$ cat src/rtl/object_engine.sv
// object_engine: game-state engine for a side-scrolling runner.
// It moves one player (slot 0) and up to `DATACOUNT-1 enemies on a
// divided game tick. Enemies spawn at pseudo-random intervals taken
// from a Galois LFSR.
// Ports:
//   clk       system clock; all state changes on the rising edge
//   reset     asynchronous, active-low
//   start     level; IDLE->RUN, and OVER->IDLE
//   jump      level; jump request, sampled on game ticks in RUN
//   collide   collision flag from downstream logic; RUN->OVER
//   gamedata  packed object table; slot i is at [i*`DATALEN +: `DATALEN]
//   state     0=IDLE, 1=RUN, 2=OVER
//   score     enemies passed this game (saturating)

`ifndef OBJECT_ENGINE_DEFS
`define OBJECT_ENGINE_DEFS
`define DATALEN       32
`define DATACOUNT     8
`define DATATYPESTART 0
`define DATATYPELEN   4
`define DATAXSTART    4
`define DATAXLEN      8
`define DATAYSTART    12
`define DATAYLEN      8
`define DATAWSTART    20
`define DATAWLEN      6
`define DATAHSTART    26
`define DATAHLEN      6
`define EMPTYTYPE     4'd0
`define PLAYERTYPE    4'd1
`define ENEMYTYPE     4'd2
`define PLAYERW       6'd8
`define PLAYERH       6'd12
`define ENEMYW        6'd8
`define ENEMYH        6'd8
`endif

module object_engine #(
   parameter int unsigned TICKDIV  = 100000,
   parameter int unsigned PLAYERX  = 16,
   parameter int unsigned GROUNDY  = 0,
   parameter int unsigned JUMPV    = 12,
   parameter int unsigned GRAVITY  = 1,
   parameter int unsigned SPAWNX   = 150,
   parameter int unsigned SCROLL   = 2,
   parameter int unsigned SPAWNMIN = 20
) (
   input  logic                              clk,
   input  logic                              reset,
   input  logic                              start,
   input  logic                              jump,
   input  logic                              collide,
   output logic [`DATALEN*`DATACOUNT-1:0]    gamedata,
   output logic [1:0]                        state,
   output logic [15:0]                       score
);

   localparam int          NSLOT = `DATACOUNT;
   localparam int unsigned XW    = `DATAXLEN;
   localparam int unsigned YW    = `DATAYLEN;
   localparam int unsigned DIVW  = (TICKDIV > 1) ? $clog2(TICKDIV) : 1;
   localparam int unsigned CNTW  = 8;

   typedef enum logic [1:0] {
      ST_IDLE = 2'd0,
      ST_RUN  = 2'd1,
      ST_OVER = 2'd2
   } state_t;

   state_t                 cur_state, nxt_state;
   logic [DIVW-1:0]        div_q, div_d;
   logic [CNTW-1:0]        cnt_q, cnt_d;
   logic [15:0]            lfsr_q, lfsr_d;
   logic [15:0]            score_q, score_d;
   logic [YW-1:0]          py_q, py_d;
   logic signed [7:0]      vy_q, vy_d;
   logic [XW-1:0]          ex_q [1:NSLOT-1];
   logic [XW-1:0]          ex_d [1:NSLOT-1];
   logic [NSLOT-1:1]       act_q, act_d;

   logic                   tick;
   logic                   grounded;
   logic                   found;
   logic signed [YW:0]     vy_ext;
   logic signed [YW:0]     ysum;
   logic [XW:0]            xdiff;
   logic [3:0]             npass;
   logic [16:0]            score_sum;

   // State and datapath registers
   always_ff @(posedge clk or negedge reset) begin
      if (!reset) begin
         cur_state <= ST_IDLE;
         div_q     <= '0;
         cnt_q     <= CNTW'(SPAWNMIN);
         lfsr_q    <= 16'hACE1;
         score_q   <= '0;
         py_q      <= YW'(GROUNDY);
         vy_q      <= '0;
         act_q     <= '0;
         for (int i = 1; i < NSLOT; i++) begin
            ex_q[i] <= '0;
         end
      end else begin
         cur_state <= nxt_state;
         div_q     <= div_d;
         cnt_q     <= cnt_d;
         lfsr_q    <= lfsr_d;
         score_q   <= score_d;
         py_q      <= py_d;
         vy_q      <= vy_d;
         act_q     <= act_d;
         for (int i = 1; i < NSLOT; i++) begin
            ex_q[i] <= ex_d[i];
         end
      end
   end

   // Next-state and game update logic
   always_comb begin
      nxt_state = cur_state;
      div_d     = div_q;
      cnt_d     = cnt_q;
      score_d   = score_q;
      py_d      = py_q;
      vy_d      = vy_q;
      act_d     = act_q;
      ex_d      = ex_q;
      npass     = '0;
      found     = 1'b0;
      score_sum = '0;
      xdiff     = '0;

      // LFSR free-runs in every state
      lfsr_d = {1'b0, lfsr_q[15:1]} ^ (lfsr_q[0] ? 16'hB400 : 16'h0000);

      tick     = (cur_state == ST_RUN) && (div_q == DIVW'(TICKDIV - 1));
      // Standing still on the ground; a fresh jump leaves y at ground with vy>0
      grounded = (py_q == YW'(GROUNDY)) && (vy_q == 8'sd0);
      vy_ext   = {{(YW + 1 - 8){vy_q[7]}}, vy_q};
      ysum     = $signed({1'b0, py_q}) + vy_ext;

      case (cur_state)
         ST_IDLE: begin
            if (start) begin
               nxt_state = ST_RUN;
               score_d   = '0;
               div_d     = '0;
               cnt_d     = CNTW'(SPAWNMIN) + CNTW'(lfsr_q[3:0]);
            end
         end

         ST_RUN: begin
            if (collide) begin
               // Freeze the table as-is; a coinciding tick is dropped
               nxt_state = ST_OVER;
            end else if (!tick) begin
               div_d = div_q + DIVW'(1);
            end else begin
               div_d = '0;

               // Player vertical motion
               if (grounded) begin
                  if (jump) begin
                     vy_d = 8'(JUMPV);
                  end
               end else if (ysum <= $signed((YW + 1)'(GROUNDY))) begin
                  py_d = YW'(GROUNDY);
                  vy_d = '0;
               end else begin
                  py_d = ysum[YW-1:0];
                  vy_d = vy_q - $signed(8'(GRAVITY));
               end

               // Enemy scroll; a borrow out of x-SCROLL means it left the screen
               for (int i = 1; i < NSLOT; i++) begin
                  if (act_q[i]) begin
                     xdiff = {1'b0, ex_q[i]} - (XW + 1)'(SCROLL);
                     if (xdiff[XW]) begin
                        act_d[i] = 1'b0;
                        ex_d[i]  = '0;
                        npass    = npass + 4'd1;
                     end else begin
                        ex_d[i] = xdiff[XW-1:0];
                     end
                  end
               end

               score_sum = {1'b0, score_q} + 17'(npass);
               score_d   = score_sum[16] ? 16'hFFFF : score_sum[15:0];

               // Spawn into the lowest slot that was empty before this tick
               if (cnt_q <= CNTW'(1)) begin
                  cnt_d = CNTW'(SPAWNMIN) + CNTW'(lfsr_q[3:0]);
                  for (int i = 1; i < NSLOT; i++) begin
                     if (!found && !act_q[i]) begin
                        found    = 1'b1;
                        act_d[i] = 1'b1;
                        ex_d[i]  = XW'(SPAWNX);
                     end
                  end
               end else begin
                  cnt_d = cnt_q - CNTW'(1);
               end
            end
         end

         ST_OVER: begin
            if (start) begin
               nxt_state = ST_IDLE;
               py_d      = YW'(GROUNDY);
               vy_d      = '0;
               act_d     = '0;
               for (int i = 1; i < NSLOT; i++) begin
                  ex_d[i] = '0;
               end
            end
         end

         default: nxt_state = ST_IDLE;
      endcase
   end

   // Pack the object table from registered state
   always_comb begin
      gamedata = '0;
      gamedata[`DATATYPESTART +: `DATATYPELEN] = `PLAYERTYPE;
      gamedata[`DATAXSTART    +: `DATAXLEN]    = XW'(PLAYERX);
      gamedata[`DATAYSTART    +: `DATAYLEN]    = py_q;
      gamedata[`DATAWSTART    +: `DATAWLEN]    = `PLAYERW;
      gamedata[`DATAHSTART    +: `DATAHLEN]    = `PLAYERH;
      for (int i = 1; i < NSLOT; i++) begin
         if (act_q[i]) begin
            gamedata[i*`DATALEN + `DATATYPESTART +: `DATATYPELEN] = `ENEMYTYPE;
            gamedata[i*`DATALEN + `DATAXSTART    +: `DATAXLEN]    = ex_q[i];
            gamedata[i*`DATALEN + `DATAYSTART    +: `DATAYLEN]    = YW'(GROUNDY);
            gamedata[i*`DATALEN + `DATAWSTART    +: `DATAWLEN]    = `ENEMYW;
            gamedata[i*`DATALEN + `DATAHSTART    +: `DATAHLEN]    = `ENEMYH;
         end else begin
            gamedata[i*`DATALEN + `DATATYPESTART +: `DATATYPELEN] = `EMPTYTYPE;
         end
      end
   end

   assign state = cur_state;
   assign score = score_q;

endmodule
$ cat config.mk
export PLATFORM = sky130hd
export DESIGN_NAME = object_engine
export DESIGN_NICKNAME = d
export VERILOG_FILES = /design/src/rtl/object_engine.sv
export SDC_FILE = /design/constraint.sdc
export NUM_CORES = 1
export LEC_CHECK = 0
export BUFFER_PORTS_ARGS = -buffer_cell sky130_fd_sc_hd__buf_2
export CORE_MARGIN = 4
export CORE_UTILIZATION = 38
export DETAILED_ROUTE_END_ITERATION = 10
export PLACE_DENSITY = 0.58
export SLEW_MARGIN = 20
export SYNTH_ARGS = -nofsm -noshare
export SYNTH_HDL_FRONTEND = slang
export SYNTH_SLANG_ARGS = --single-unit
$ cat constraint.sdc
create_clock -name clk -period 7.8 [get_ports clk]
set_input_delay 1.56 -clock clk [delete_from_list [all_inputs] [get_ports clk]]
set_output_delay 1.56 -clock clk [all_outputs]
set_load 0.05 [all_outputs]
# Word level (Yosys, flattened, before mapping)
# Cells that the tools add are included.
# totals
regBits	138
inputBits	5
out_inout_bits	274
wordCells	240
# op_classes
addsub	19
magnitude_cmp	2
n_eq_ne	10
n_mux	162
bitwise_logic	1
reduce_logical	31
# op_table
operator	n
$mux 8	35
$mux 56	4
$mux 26	7
$mux 4	33
$pmux 56 s2	1
$mux 16	5
$sub 8x2->9 const B	7
$mux 1	53
$mux 17	3
$pmux 8 s2	3
$pmux 17 s2	1
$pmux 16 s2	1
$mux 7	4
$add 4x1->4 const B	6
$mux 2	10
$add 16x4->17	1
$add 17x1->17 const B	1
$eq 17x17->1 const B	1
$logic_not 8->1	2
$xor 15x16->16	1
$pmux 7 s2	1
$logic_not 1->1	12
$ne 2x2->1 const B	6
$reduce_and 5->1	2
other kinds (15)	25

# Logic depth before layout (Yosys ltp)
# logic_depth
word_depth	47
depth_mapped	31
ltp_nobuf	30

# Least setup slack after synthesis
# No wires, ideal clock.
# synth_path
path_type	flip-flop to flip-flop
start	register act_q[1] (netlist name)
end	register score_q[10] (netlist: score[10])
setup_ns	0.067
t_arrival_ns	6.051
required_time_ns	7.733
slack_ns	1.682
path_stages_with_launch	31
n_path_buf	2
period_less_slack_ns	6.118
cell_sequence	dfrtp_1 > or4b_1 > buf_2 > nor2_1 > ha_1 > nand2_1 > o31ai_4 > ha_1 > mux2_2 > ha_1 > nor2_1 > a21oi_1 > o21ai_0 > a21oi_1 > ha_1 > nand2_1 > o21ai_0 > ha_1 > nand2_1 > xnor2_1 > xnor2_1 > ha_1 > nor2b_1 > o21ai_0 > a21oi_1 > nand3_1 > nor3_1 > nand2b_1 > clkbuf_1 > o31ai_1 > a22o_1
# synth_via
elab_chain_len	45
# synth_lines
element	line	rtl
from (decl)	79	logic [NSLOT-1:1] act_q, act_d;
from (signal assigned)	112	act_q <= act_d;
$mux 1 *	177	if (act_q[i]) begin
$mux 4 *	157	end else if (!tick) begin
$mux 4 *	154	if (collide) begin
$mux 4 *	143	case (cur_state)
$add 4x1->4	182	npass = npass + 4'd1;
$mux 4	179	if (xdiff[XW]) begin
$mux 4 *	177	
$mux 4 *	157	
(+29 left out)	n/a	
$mux 4 *	157	
$mux 4 *	154	
$mux 4 *	143	
$add 16x4->17 *	189	score_sum = {1'b0, score_q} + 17'(npass);
$mux 16 *	190	score_d = score_sum[16] ? 16'hFFFF : score_sum[15:0];
$mux 16 *	157	
$mux 16 *	154	
$pmux 16 s2 *	143	
to (signal assigned)	109	score_q <= score_d;
to (decl)	74	logic [15:0] score_q, score_d;
# Mark *: on every way between the ends. The rest lies on a longest branch, timed or not. The select of a mux whose other input is x is not followed.
# A chain may end at the register's enable or synchronous reset.

# Final worst setup path
# layout_path
start	register act_q[1] (netlist name)
end	register score_q[0] (netlist: score[0])
# The elaborated chain is that of the path after synthesis.

==> results.sh <==
export IMPL_total_of_cells_resized_after_clock_tree_synthesis=0
export IMPL_layout_drive_gt1_share_pct=14.00
export IMPL_maxCapViolCount=0
export IMPL_timing_critical_path_to_type="register"
export IMPL_synth_flop_cell="sky130_fd_sc_hd__dfrtp_1"
export IMPL_tritoncts_num_buffers=17
export IMPL_status="complete, no violations"
export IMPL_critPathArrivalTime_ns=7.11
export IMPL_synthCells=1130
export IMPL_die_area_sq_um=27850
export IMPL_hold_path_depth=0
export IMPL_setup_viol=0
export IMPL_grt_total_usage_pct=15.86
export IMPL_cellPowerDensity_nw_per_um2=328.8
export IMPL_route_vias_total=7584
export IMPL_hold_buf_count_cts=0
export IMPL_relSlewSlack_pct=30.47
export IMPL_max_clock_freq_ghz=0.1473
export IMPL_reg2reg_depth=28
export IMPL_fin_nets=1245
export IMPL_global_route_wire_length_before_repair_um=36940
export IMPL_ys_seq_elements=138
export IMPL_dieHeight_um=166.9
export IMPL_totalWireLength_um=22990
export IMPL_gr_total_overflow=0
export IMPL_synth_largest_area_cell="sky130_fd_sc_hd__dfrtp_1"
export IMPL_critical_path_max_stage_delay_ns=0.65
export IMPL_worst_slew_pin_slew_ns=1.043
export IMPL_rows=57
export IMPL_area_growth_pct=7.147
export IMPL_clock_period_minus_final_worst_setup_slack_ns=6.787
export IMPL_grt_setup_unrepaired="no"
export IMPL_detailed_place_area_sq_um=9688
export IMPL_synth_cell_types=62
export IMPL_antennaDiodeCount=0
export IMPL_coreArea_sq_um=24600
export IMPL_worst_setup_hold_path_clk_slew_ns=0.06
export IMPL_worstSkewPairLatency_ns=0.42
export IMPL_syn_mean_instance_area_sq_um=8.489
export IMPL_leakage_power_nw=5.094
export IMPL_critical_path_startpoint_type="register"
export IMPL_tritoncts="yes"
export IMPL_cpMostUsedCell="sky130_fd_sc_hd__ha_1"
export IMPL_first_global_vias=7132
export IMPL_port_buffers=107
export IMPL_yosysTopAreaCellShare_pct=33.39
export IMPL_number_of_flops_mapped_to_enable_cells_by_yosys=0
export IMPL_post_cts_repair_setup_buffers=0
export IMPL_slowest_stage_cell_on_the_critical_path="sky130_fd_sc_hd__dfrtp_1"
export IMPL_ys_seq_area_share_pct=36.13
export IMPL_detailed_place_hpwl_um=16400
export IMPL_worst_ep_required_ns=8.13
export IMPL_routedWlPerCell_um=14.88
export IMPL_yosys_top_cells_area="sky130_fd_sc_hd__dfrtp_1, sky130_fd_sc_hd__buf_4, sky130_fd_sc_hd__o21ai_0"
export IMPL_drt_first_iter_violations=417
export IMPL_crit_path_max_fanout=20
export IMPL_floorplan_initialDensity_pct=38.99
export IMPL_final_period_utilization_pct=87.01
export IMPL_hold_fails_final_rpt=0
export IMPL_antenna_found_initial=1
export IMPL_async_reset_ff_share_pct=100.0
export IMPL_stdcell_area_sq_um=10280
export IMPL_chipWidth_um=166.9
export IMPL_worst_ir_drop_vdd_mv=0.1491
export IMPL_synthesis_yosys_warnings=0
export IMPL_drtPass1Iterations=5
export IMPL_fin_skew_ns=0.01235
export IMPL_post_synth_instance_area_sq_um=9593
export IMPL_worst_setup_path_type="register to register"
export IMPL_worst_hold_path_type="register to register"
export IMPL_viasPerCell=4.909
export IMPL_grt_start_max_net_pins=97
export IMPL_detail_route_drc_violations=0
export IMPL_detail_route_antenna_nets=0
export IMPL_global_placer_s_final_weighted_congestion=0.8634
export IMPL_clk_path_buf_depth=2
export IMPL_root_buffer="sky130_fd_sc_hd__clkbuf_16"
export IMPL_ioPinCount=279
export IMPL_totalNegativeSetupSlack_ns=0
export IMPL_slew_viol_final=0
export IMPL_clock_tree_htree_level_count=4
export IMPL_numClockSinks=138
==> registers in the layout, indices dropped and copies added, names as in the netlist <==
register  flops
py_q          8
score        16
lfsr_q       16
div_q        17
ex_q         56
state         2
act_q         7
vy_q          8
cnt_q         8
==> worst max-delay path, delay by kind of cell, from the launching register on <==
family	cells	cell delay [ns]
compound gates	8	1.07
xor+xnor	2	0.28
fa+ha+maj	6	1.74
flops	1	0.65
mux	1	0.34
simple gates	11	2.59
==> where the power goes <==
group	leakage [nW]	internal [W]	switching, W
clock	0.285	0.000495	0.000313
sequential	1.83	0.000844	0.000173
combinational	2.98	0.000429	0.00113
==> kinds of logic (layout without fill, tap and decap cells) <==
group / after synthesis / after routing / share of synthesized area, %
buffers and inverters: 262 / 184 / 17.54
AND/OR/NAND/NOR: 407 / 407 / 21.18
adder cells (fa/ha/maj): 33 / 33 / 4.435
flip-flops: 138 / 138 / 36.13
other: 2 / 171 / 0.07829
multiplexers: 6 / 6 / 0.6652
XOR/XNOR: 51 / 51 / 5.008
AO/OA/AOI/OAI: 231 / 231 / 14.96
==> path summary, 6_finish.rpt <==
kind	endpoint	slack [ns]	from
worst min register to register	lfsr_q[11]	0.35	lfsr_q[12]
worst max-delay path	score[0]	1.01	act_q[1]
worst min-delay path	lfsr_q[11]	0.35	lfsr_q[12]
max in group asynchronous	score[3]	5.51	reset
worst max register to register	score[0]	1.01	act_q[1]
min in group asynchronous	ex_q[47]	1.19	reset
==> synth_stat cells (3+ instances only) <==
cell type	count
sky130_fd_sc_hd__a21o_1	12
sky130_fd_sc_hd__a21oi_1	46
sky130_fd_sc_hd__a22o_1	24
sky130_fd_sc_hd__a31oi_1	14
sky130_fd_sc_hd__a32o_1	3
sky130_fd_sc_hd__and2_1	58
sky130_fd_sc_hd__and3_1	10
sky130_fd_sc_hd__buf_2	4
sky130_fd_sc_hd__buf_4	185
sky130_fd_sc_hd__clkbuf_1	34
sky130_fd_sc_hd__dfrtp_1	128
sky130_fd_sc_hd__dfstp_2	10
sky130_fd_sc_hd__ha_1	30
sky130_fd_sc_hd__inv_1	38
sky130_fd_sc_hd__mux2_2	3
sky130_fd_sc_hd__mux2i_1	3
sky130_fd_sc_hd__nand2_1	91
sky130_fd_sc_hd__nand2b_1	10
sky130_fd_sc_hd__nand3_1	33
sky130_fd_sc_hd__nand4_1	10
sky130_fd_sc_hd__nor2_1	100
sky130_fd_sc_hd__nor2b_1	16
sky130_fd_sc_hd__nor3_1	28
sky130_fd_sc_hd__nor3b_1	4
sky130_fd_sc_hd__nor4_1	18
sky130_fd_sc_hd__nor4b_1	3
sky130_fd_sc_hd__o21a_1	3
sky130_fd_sc_hd__o21ai_0	92
sky130_fd_sc_hd__o22a_1	4
sky130_fd_sc_hd__o22ai_1	6
sky130_fd_sc_hd__o31ai_1	9
sky130_fd_sc_hd__o41ai_1	3
sky130_fd_sc_hd__or2_2	6
sky130_fd_sc_hd__or3_1	9
sky130_fd_sc_hd__xnor2_1	23
sky130_fd_sc_hd__xor2_1	25
==> layer usage <==
layer	wire, um	part of all wire (%)	vias to the layer above	GRT usage, %
li1	-	-	3690	-
met1	10270	45	3633	21.39
met2	11090	48	233	26.22
met3	1326	5.8	26	2.892
met4	299	1.3	2	4.447
met5	8	0.035	-	0
==> placed cells by master (no fill, tap or decap), types with 4 or more instances in the layout <==
cell type                   netlist  final
sky130_fd_sc_hd__a22o_1          24     24
sky130_fd_sc_hd__nor4_1          18     18
sky130_fd_sc_hd__buf_4          185      6
sky130_fd_sc_hd__o21ai_0         92     92
sky130_fd_sc_hd__nand2_1         91     91
sky130_fd_sc_hd__a31oi_1         14     14
sky130_fd_sc_hd__o31ai_1          9      9
sky130_fd_sc_hd__inv_1           38     38
sky130_fd_sc_hd__a21oi_1         46     46
sky130_fd_sc_hd__or2_2            6      6
sky130_fd_sc_hd__buf_2            4    106
sky130_fd_sc_hd__and3_1          10     10
sky130_fd_sc_hd__nor3_1          28     28
sky130_fd_sc_hd__nand4_1         10     10
sky130_fd_sc_hd__o22a_1           4      4
sky130_fd_sc_hd__conb_1           2    171
sky130_fd_sc_hd__nand2b_1        10     10
sky130_fd_sc_hd__nor3b_1          4      4
sky130_fd_sc_hd__clkinv_2         0      4
sky130_fd_sc_hd__nor2_1         100     99
sky130_fd_sc_hd__dfrtp_1        128    128
sky130_fd_sc_hd__nor2b_1         16     15
sky130_fd_sc_hd__a21o_1          12     12
sky130_fd_sc_hd__o22ai_1          6      6
sky130_fd_sc_hd__clkbuf_16        0     17
sky130_fd_sc_hd__dfstp_2         10     10
sky130_fd_sc_hd__and2_1          58     58
sky130_fd_sc_hd__xor2_1          25     25
sky130_fd_sc_hd__xnor2_1         23     23
sky130_fd_sc_hd__or3_1            9      9
sky130_fd_sc_hd__ha_1            30     30
sky130_fd_sc_hd__nand3_1         33     33
==> final cells by class <==
class	count	area [sq um]
Clock inverter	11	120.1
Inverter	39	146.4
Fill cell	2520	14330
Multi-Input combinational cell	899	5084
Tap cell	324	405.4
Sequential cell	138	3466
Timing Repair Buffer	113	586.8
Clock buffer	21	470.5
==> metrics by stage <==
stage               setup WS (ns)  power [W]  utilization [%]  hold WS, ns  instances
detailed placement          1.107   0.002579            39.37       0.3395       1513
CTS                         1.059   0.003406            41.77       0.3499       1545
global route               0.3129   0.003621            41.77       0.3538       1545
floorplan                   1.682   0.002294                -       0.3312       1299
finish                      1.013   0.003380            41.77       0.3490       1545
global placement            1.290   0.002563            39.37       0.3363       1513
(Power assumes the default switching activity.)
